$ cat src/rtl/id_stage.sv
// id_stage: RV32I decode stage with a two-entry (main + skid) output buffer
module id_stage #(
    parameter int RV32E  = 0,
    parameter int M_EN   = 0,
    parameter int CSR_EN = 1
) (
    input  logic        i_clk,
    input  logic        i_rst,
    input  logic        i_flush,
    input  logic        i_valid,
    output logic        o_ready,
    input  logic [31:0] i_inst,
    input  logic [31:0] i_inst_addr,
    output logic        o_valid,
    input  logic        i_ready,
    output logic [31:0] o_inst_addr,
    output logic [4:0]  o_rs1_addr,
    output logic [4:0]  o_rs2_addr_shamt,
    output logic [4:0]  o_rd_addr,
    output logic        o_rd_we,
    output logic [31:0] o_imm,
    output logic [11:0] o_csr_addr,
    output logic [3:0]  o_class,
    output logic        o_illegal
);
    typedef struct packed {
        logic [31:0] pc;
        logic [4:0]  rs1;
        logic [4:0]  rs2;
        logic [4:0]  rd;
        logic        we;
        logic [31:0] imm;
        logic [11:0] csr;
        logic [3:0]  cls;
        logic        ill;
    } entry_t;

    logic [6:0]  opc, f7;
    logic [2:0]  f3;
    logic [31:0] imm_i, imm_s, imm_b, imm_u, imm_j;
    logic        use_rd, use_rs1, use_rs2, use_sh, bad;
    logic        main_vld_q, main_vld_d, skid_vld_q, skid_vld_d, in_xfer, out_xfer;
    entry_t      dec, main_q, main_d, skid_q, skid_d;

    assign opc   = i_inst[6:0];
    assign f3    = i_inst[14:12];
    assign f7    = i_inst[31:25];
    assign imm_i = {{20{i_inst[31]}}, i_inst[31:20]};
    assign imm_s = {{20{i_inst[31]}}, i_inst[31:25], i_inst[11:7]};
    assign imm_b = {{20{i_inst[31]}}, i_inst[7], i_inst[30:25], i_inst[11:8], 1'b0};
    assign imm_u = {i_inst[31:12], 12'b0};
    assign imm_j = {{12{i_inst[31]}}, i_inst[19:12], i_inst[20], i_inst[30:21], 1'b0};

    // Decode the incoming word; illegal words collapse to class 15 with only the PC kept
    always_comb begin
        dec     = '0;
        use_rd  = 1'b0;
        use_rs1 = 1'b0;
        use_rs2 = 1'b0;
        use_sh  = 1'b0;
        bad     = 1'b0;
        case (opc)
            7'b0110011: begin
                use_rd  = 1'b1;
                use_rs1 = 1'b1;
                use_rs2 = 1'b1;
                dec.cls = (f7 == 7'b0000001) ? 4'd13 : 4'd0;
                bad     = (f7 == 7'b0000001) ? (M_EN == 0)
                        : !(f7 == 7'b0 || (f7 == 7'b0100000 && (f3 == 3'b000 || f3 == 3'b101)));
            end
            7'b0010011: begin
                use_rd  = 1'b1;
                use_rs1 = 1'b1;
                use_sh  = (f3[1:0] == 2'b01);
                dec.cls = 4'd1;
                dec.imm = imm_i;
                bad     = (f3 == 3'b001) ? (f7 != 7'b0)
                        : (f3 == 3'b101) ? (f7 != 7'b0 && f7 != 7'b0100000) : 1'b0;
            end
            7'b0000011: begin
                use_rd  = 1'b1;
                use_rs1 = 1'b1;
                dec.cls = 4'd2;
                dec.imm = imm_i;
                bad     = (f3 == 3'b011) || (f3[2:1] == 2'b11);
            end
            7'b0100011: begin
                use_rs1 = 1'b1;
                use_rs2 = 1'b1;
                dec.cls = 4'd3;
                dec.imm = imm_s;
                bad     = f3[2] || (f3 == 3'b011);
            end
            7'b1100011: begin
                use_rs1 = 1'b1;
                use_rs2 = 1'b1;
                dec.cls = 4'd4;
                dec.imm = imm_b;
                bad     = (f3[2:1] == 2'b01);
            end
            7'b0110111: begin
                use_rd  = 1'b1;
                dec.cls = 4'd5;
                dec.imm = imm_u;
            end
            7'b0010111: begin
                use_rd  = 1'b1;
                dec.cls = 4'd6;
                dec.imm = imm_u;
            end
            7'b1101111: begin
                use_rd  = 1'b1;
                dec.cls = 4'd7;
                dec.imm = imm_j;
            end
            7'b1100111: begin
                use_rd  = 1'b1;
                use_rs1 = 1'b1;
                dec.cls = 4'd8;
                dec.imm = imm_i;
                bad     = (f3 != 3'b000);
            end
            7'b0001111: begin
                dec.cls = 4'd9;
                bad     = (f3 != 3'b000);
            end
            7'b1110011: begin
                if (f3 == 3'b000) begin
                    dec.cls = i_inst[20] ? 4'd11 : 4'd10;
                    bad     = (i_inst != 32'h00000073) && (i_inst != 32'h00100073);
                end else begin
                    use_rd  = 1'b1;
                    use_rs1 = !f3[2];
                    dec.cls = 4'd12;
                    dec.csr = i_inst[31:20];
                    dec.imm = f3[2] ? {27'b0, i_inst[19:15]} : 32'b0;
                    bad     = (f3 == 3'b100) || (CSR_EN == 0);
                end
            end
            default: bad = 1'b1;
        endcase
        dec.pc  = i_inst_addr;
        dec.rd  = use_rd ? i_inst[11:7] : 5'd0;
        dec.rs1 = use_rs1 ? i_inst[19:15] : 5'd0;
        dec.rs2 = (use_rs2 || use_sh) ? i_inst[24:20] : 5'd0;
        dec.we  = use_rd && (i_inst[11:7] != 5'd0);
        if (RV32E != 0 && ((use_rd && i_inst[11]) || (use_rs1 && i_inst[19]) || (use_rs2 && i_inst[24])))
            bad = 1'b1;
        if (bad) begin
            dec     = '0;
            dec.pc  = i_inst_addr;
            dec.cls = 4'd15;
            dec.ill = 1'b1;
        end
    end

    assign in_xfer  = i_valid && !skid_vld_q;
    assign out_xfer = main_vld_q && i_ready;

    // Buffer next state: main refills from skid first so program order is kept
    always_comb begin
        main_vld_d = main_vld_q;
        skid_vld_d = skid_vld_q;
        main_d     = main_q;
        skid_d     = skid_q;
        if (out_xfer) begin
            main_vld_d = skid_vld_q || in_xfer;
            main_d     = skid_vld_q ? skid_q : dec;
            skid_vld_d = 1'b0;
        end else if (in_xfer) begin
            main_vld_d = 1'b1;
            skid_vld_d = main_vld_q;
            main_d     = main_vld_q ? main_q : dec;
            skid_d     = main_vld_q ? dec : skid_q;
        end
    end

    // Buffer registers; reset and flush both empty the buffer
    always_ff @(posedge i_clk) begin
        if (i_rst || i_flush) begin
            main_vld_q <= 1'b0;
            skid_vld_q <= 1'b0;
            main_q     <= '0;
            skid_q     <= '0;
        end else begin
            main_vld_q <= main_vld_d;
            skid_vld_q <= skid_vld_d;
            main_q     <= main_d;
            skid_q     <= skid_d;
        end
    end

    assign o_ready          = !skid_vld_q;
    assign o_valid          = main_vld_q;
    assign o_inst_addr      = main_q.pc;
    assign o_rs1_addr       = main_q.rs1;
    assign o_rs2_addr_shamt = main_q.rs2;
    assign o_rd_addr        = main_q.rd;
    assign o_rd_we          = main_q.we;
    assign o_imm            = main_q.imm;
    assign o_csr_addr       = main_q.csr;
    assign o_class          = main_q.cls;
    assign o_illegal        = main_q.ill;
endmodule
$ cat config.mk
export PLATFORM = sky130hd
export DESIGN_NAME = id_stage
export DESIGN_NICKNAME = d
export VERILOG_FILES = /design/src/rtl/id_stage.sv
export SDC_FILE = /design/constraint.sdc
export NUM_CORES = 1
export LEC_CHECK = 0
export ABC_CLOCK_PERIOD_IN_PS = 2560
export BUFFER_PORTS_ARGS = -buffer_cell sky130_fd_sc_hd__clkbuf_2
export CAP_MARGIN = 20
export CORE_AREA = 2 2 133 135
export DETAILED_ROUTE_END_ITERATION = 6
export DIE_AREA = 0 0 135 137
export PLACE_DENSITY = 0.74
export SYNTH_ARGS = -nofsm -noshare
export SYNTH_HDL_FRONTEND = slang
export SYNTH_SLANG_ARGS = --single-unit
$ cat constraint.sdc
create_clock -name i_clk -period 2.56 [get_ports i_clk]
set_clock_uncertainty 0.05 [all_clocks]
set_input_delay 0 -clock i_clk [delete_from_list [all_inputs] [get_ports i_clk]]
set_output_delay 0 -clock i_clk [all_outputs]
set_load 0.02 [all_outputs]
### Word-level counts from Yosys, hierarchy flattened

Index checks and enable logic that the tools add are counted.

* bits of input ports: 69
* flip-flop bits (word level): 196

* bitwise logic cells: 1
* multiplexer cells: 29
* reductions and logical operators: 32
* equal/unequal tests: 24

Operator list (number)
* $mux 97: 4
* $pmux 32 s6: 1
* $mux 65: 1
* $pmux 4 s11: 1
* $ne 32x21->1 const B: 1
* $ne 32x7->1 const B: 1
* $eq 7x6->1 const B: 4
* $eq 7x7->1 const B: 4
* $mux 5: 4
* $mux 17: 1
* $eq 7x5->1 const B: 2
* $mux 12: 1
* $mux 1: 11
* $reduce_or 3->1: 3
* $pmux 1 s8: 1
* $eq 7x1->1 const B: 1
* $eq 7x2->1 const B: 1
* $eq 7x4->1 const B: 1
* $logic_not 7->1: 1
* $logic_or 1x1->1: 7
* $ne 7x6->1 const B: 1
* $reduce_bool 7->1: 1
* $reduce_or 7->1: 1
* $eq 3x3->1 const B: 2
* other kinds (19): 30

### Depth between registers and ports, before layout

* depth after elaboration: 11
* gate-level depth with buffers: 10

### Worst setup path after synthesis

Ideal clock, no wire load.

* kind: flip-flop to flip-flop
* start: reg skid_vld_q
* end: reg main_q (netlist bit o_rs2_addr_shamt[3])
* setup slack: 529 ps
* clock period less this slack: 2031 ps
* required time: 2377 ps
* arrival time: 1848 ps
* setup time: 133 ps
* cell stages (with the launch flop): 9
* cell sequence: dfxtp_1 inv_1 nand2_1 o21a_1 clkbuf_1 nor2_1 clkbuf_1 clkbuf_1 a21oi_1

* cells in the longest elaborated chain, start to end: 4
* elaborated cells on any way between the ends: 6
* those cells by class: mux: 2; reduce/logical: 4

Ends and longest elaborated chain
* start, declared: RTL line 42 `logic main_vld_q, main_vld_d, skid_vld_q, skid_vld_d, in_xfer, out_xfer;`
* start signal, assigned: RTL line 187 `skid_vld_q <= skid_vld_d;`
* $logic_not 1->1
* named net o_ready: RTL line 11 `output logic o_ready,`
* $logic_and 1x1->1: RTL line 157 `assign in_xfer = i_valid && !skid_vld_q;`
* $reduce_bool 2->1 (no line)
* $reduce_and 2->1 (no line)
* end signal, assigned: RTL line 188 `main_q <= main_d;`
* end, declared: RTL line 43 `entry_t dec, main_q, main_d, skid_q, skid_d;`

The timed path passes the listed nets, and every way through them passes these cells.
A chain may end at the register's enable or synchronous reset.

### Worst setup path in the final report

* start: in i_inst[27]
* end: reg skid_q[16] in the netlist's numbering

* cells in the longest elaborated chain, start to end: 7
* elaborated cells on any way between the ends: 18
* those cells by class: eq/ne: 5; mux: 6; reduce/logical: 7

Ends and longest elaborated chain
* start, declared: RTL line 12 `input logic [31:0] i_inst,`
* $eq 7x6->1: RTL line 69 `: !(f7 == 7'b0 || (f7 == 7'b0100000 && (f3 == 3'b000 || f3 == 3'b101)));`
* $logic_and 1x1->1: RTL line 69
* $logic_or 1x1->1: RTL line 69
* $logic_not 1->1: RTL line 69
* $mux 1: RTL line 68 `bad = (f7 == 7'b0000001) ? (M_EN == 0)`
* $pmux 1 s8 (*): RTL line 62 `case (opc)`
* $mux 65 (*): RTL line 149 `if (bad) begin`
* end signal, assigned: RTL line 189 `skid_q <= skid_d;`
* end, declared: RTL line 43

Every way passes the cells marked *; elsewhere a longest branch is shown, timed or not.

==> metrics.txt <==
multiplexer share of the synthesized area 0%; area fraction in compound gates after synthesis ~28%; synth warn 0; vias in the first global route 8333; Mean Syn Cell Area between 8 and 9 um2; Post-Synth XOR/XNOR Area less than 1%; most frequent cells in the layout 196 x dfxtp_1, 193 x nand2_1, 167 x clkbuf_2; Synth Area in Adders 0%; WL final 27.9 mm; Synth Area in Simple Gates 21.6%; FFs w/ async S/R, synth 0%; number of synthesized flops with an enable pin 0; first-pass GRT wire length roughly 43 mm; f_max roughly 420 MHz; reg-to-reg endpoint o_imm[19]; Clock Sinks approximately 200; Antenna Violating Nets Remaining 0; TritonCTS clock tree yes; Power per Cell Area between 600 and 700 nW/um2; H-Tree Depth 4; crit path from i_inst[27]; Total Routing Usage GR 29.2%; PortBufs ~170; Diodes inserted 0; commonest non-fill, non-tap cell in the layout dfxtp_1; startpoint types primary input; initial antenna violation count 0; die area ~18000 um2; Clock Pin Slew Worst Setup and Hold Paths approximately 0.080 ns; Post-Syn Instances ~1100; Max-cap violations 0; RSZ-0062 raised after global routing no; Critical Path AT ~2.7 ns; P&R area growth vs syn 27.7%; RD Place Congestion slightly below 1; final hold vios 0; Main synth FF type dfxtp_1; Root Buffer clkbuf_16; post-detail-place hpwl about 18 mm; Seq cells post-synth roughly 200; status finished clean; R2R depth 5; final worst path period share between 90% and 100%; Multi-input gate area 4330 um2; register area share after synthesis a little under half; number of iterations in the first detailed-routing pass 6; peak fanout along the critical path between 50 and 60; NetSw approximately 0.0018 W; max incr delay on CP roughly 0.54 ns; unique cell type count in the Yosys netlist 52; clock buffer count from CTS 17; syn nets between 1000 and 1500; largest net degree at the start of global routing 91; vias post-DR between 9000 and 10000; Vias/cell 6.13; Residual DRC 0; final worst slack roughly 0.16 ns; Crit Path Class in -> reg; chip height ~140 um; Reg2Reg Setup Slack 0.24 ns; worst r2r src o_valid; largest family of logic cells by synthesized area compound AO/OA/AOI/OAI gates; share of cells above drive strength 1 a little over a fifth; Buf/Inv on CP 3; row count between 40 and 50; Filler cells 1454; Setup TNS Final 0 ns; crit path capture type flop; sw frac a little over a quarter; Worst Setup EP skid_q[16]; Clk network pwr share a little over two fifths; deepest clock path buffer count 2; Initial DRC Count 890; setup violators final 0; Crit path max-delay family simple AND/OR/NAND/NOR gates; Synth Cell Area roughly 8600 um2; number of cells on the critical path 9; Skew-Pair Late Insertion Delay 0.44 ns; power share of the sequential group a little under half; cell-internal power ~0.0049 W; register area 3920 um2; slew margin rel. about 38%; Hold Crit Class in -> reg; Core Footprint 17100 um2; VDD IR max 504 uV; Data required, critical path 2.86 ns; I/O pin cnt around 170; DP Worst Slack approximately 0.12 ns; Slew Limit Fails 0; worst slew pin tran a little over 0.9 ns; final worst path period need between 2 and 2.5 ns; Die W about 140 um; leakage power 4.03 nW; routed length per instance 18.7 um; grt total ovfl 0; CP max stage cell dlygate4sd3_1; Nets approximately 1300; power share of the combinational group 11.6%; CP cell instances dlygate4sd3_1, clkbuf_2, or3_1, or4_4, nor3_4, o32a_4, nand2_4, buf_12, o41ai_2; initial core utilization 50.5%
## tightest hold or removal path: stages
cell	delay (ns)
clkbuf_2	0.16
a21oi_1	0.14
o31ai_1	0.19
## synthesized netlist by cell type (3+ instances only)
library cell / count / area, um2
nand2_1: 193 / 724
o22ai_1: 14 / 87.6
nand3_1: 46 / 230
o221ai_1: 18 / 158
nand4bb_1: 6 / 67.6
a211oi_1: 9 / 67.6
o21ai_0: 54 / 270
nand4b_1: 5 / 43.8
a31oi_1: 9 / 56.3
buf_4: 3 / 22.5
inv_1: 6 / 22.5
clkbuf_1: 89 / 334
buf_2: 8 / 40.0
or2_2: 4 / 25.0
o31ai_1: 47 / 353
nor4b_1: 5 / 43.8
o21a_1: 4 / 30.0
nor3b_1: 3 / 22.5
o32ai_1: 16 / 140
nand2b_1: 4 / 25.0
or4_1: 3 / 22.5
dfxtp_1: 196 / 3920
nor3_1: 14 / 70.1
o2bb2ai_1: 17 / 149
a22oi_1: 16 / 120
a222oi_1: 5 / 50.1
a311oi_1: 32 / 280
a21oi_1: 96 / 480
nor2b_1: 3 / 18.8
nor2_1: 69 / 259
nand4_1: 24 / 150
or3_1: 13 / 81.3
## worst min path at each step
stage	startpoint	cells after the start	end	slack [ns]
after CTS	i_rst	4	skid_q[52]	0.008
after global routing	i_flush	4	skid_q[53]	0.04
final	i_inst[13]	3	skid_q[30]	0.02
after global placement	i_inst_addr[22]	3	skid_q[87]	0.19
after detailed placement	i_inst_addr[22]	3	skid_q[87]	0.19
after floorplan	i_inst_addr[0]	2	skid_q[65]	0.09
## registers in the layout (all words and copies together) (netlist names)
name / count
skid_q: 97
o_imm: 32
o_inst_addr: 32
o_csr_addr: 12
o_rd_addr: 5
o_rs1_addr: 5
o_rs2_addr_shamt: 5
o_class: 4
o_illegal: 1
o_rd_we: 1
o_valid: 1
skid_vld_q: 1
## metal layers
layer	vias up	wire length (um)	GRT usage (%)
li1	4317	-	-
met1	4254	11700	38.8
met2	484	12600	46.5
met3	74	2590	5.96
met4	0	949	12.4
met5	-	0	0
## power by group through the flow
stage / Clock (W) / Combinational, W / Sequential (W)
2_1_floorplan: 0 / 0.000336 / 0.00328
4_1_cts: 0.00282 / 0.000758 / 0.00314
5_1_grt: 0.00293 / 0.000834 / 0.00315
3_3_place_gp: 0 / 0.000682 / 0.00321
6_report: 0.00280 / 0.000777 / 0.00314
3_5_place_dp: 0 / 0.000685 / 0.00322
## through the flow
step	utilization, %	power, W	area (um2)	hold WS [ns]	std cells
after global routing	64.5	0.00692	11000	0.0367	1489
after global placement	57.0	0.00390	9730	0.192	1392
after CTS	64.1	0.00672	10900	0.00751	1483
after detailed placement	57.0	0.00390	9730	0.193	1392
after floorplan	-	0.00361	8610	0.0860	1060
final	64.5	0.00672	11000	0.0250	1489
## timing repair
item | in CTS | in global routing
endpoints found under the setup margin | 0 | 83
setup buffers | 0 | 5
endpoints found under the hold margin | 131 | 0
gates resized for setup | 0 | 4
hold buffers | 59 | 0
## cell families after synthesis
logic type             after synthesis
AND/OR/NAND/NOR                    402
AO/OA/AOI/OAI                      352
flip-flops                         196
buffers and inverters              109
XOR/XNOR                             1
## area by class of cell
| type | instances | share of cell area, % |
|---|---|---|
| multi-input cells | 756 | 39.3 |
| flip-flops and latches | 196 | 35.7 |
| repair buffers | 274 | 16.7 |
| clock buffers | 18 | 3.90 |
| well taps | 225 | 2.56 |
| clock inverters | 14 | 1.65 |
| inverters | 6 | 0.205 |
(Power assumes the default switching activity.)
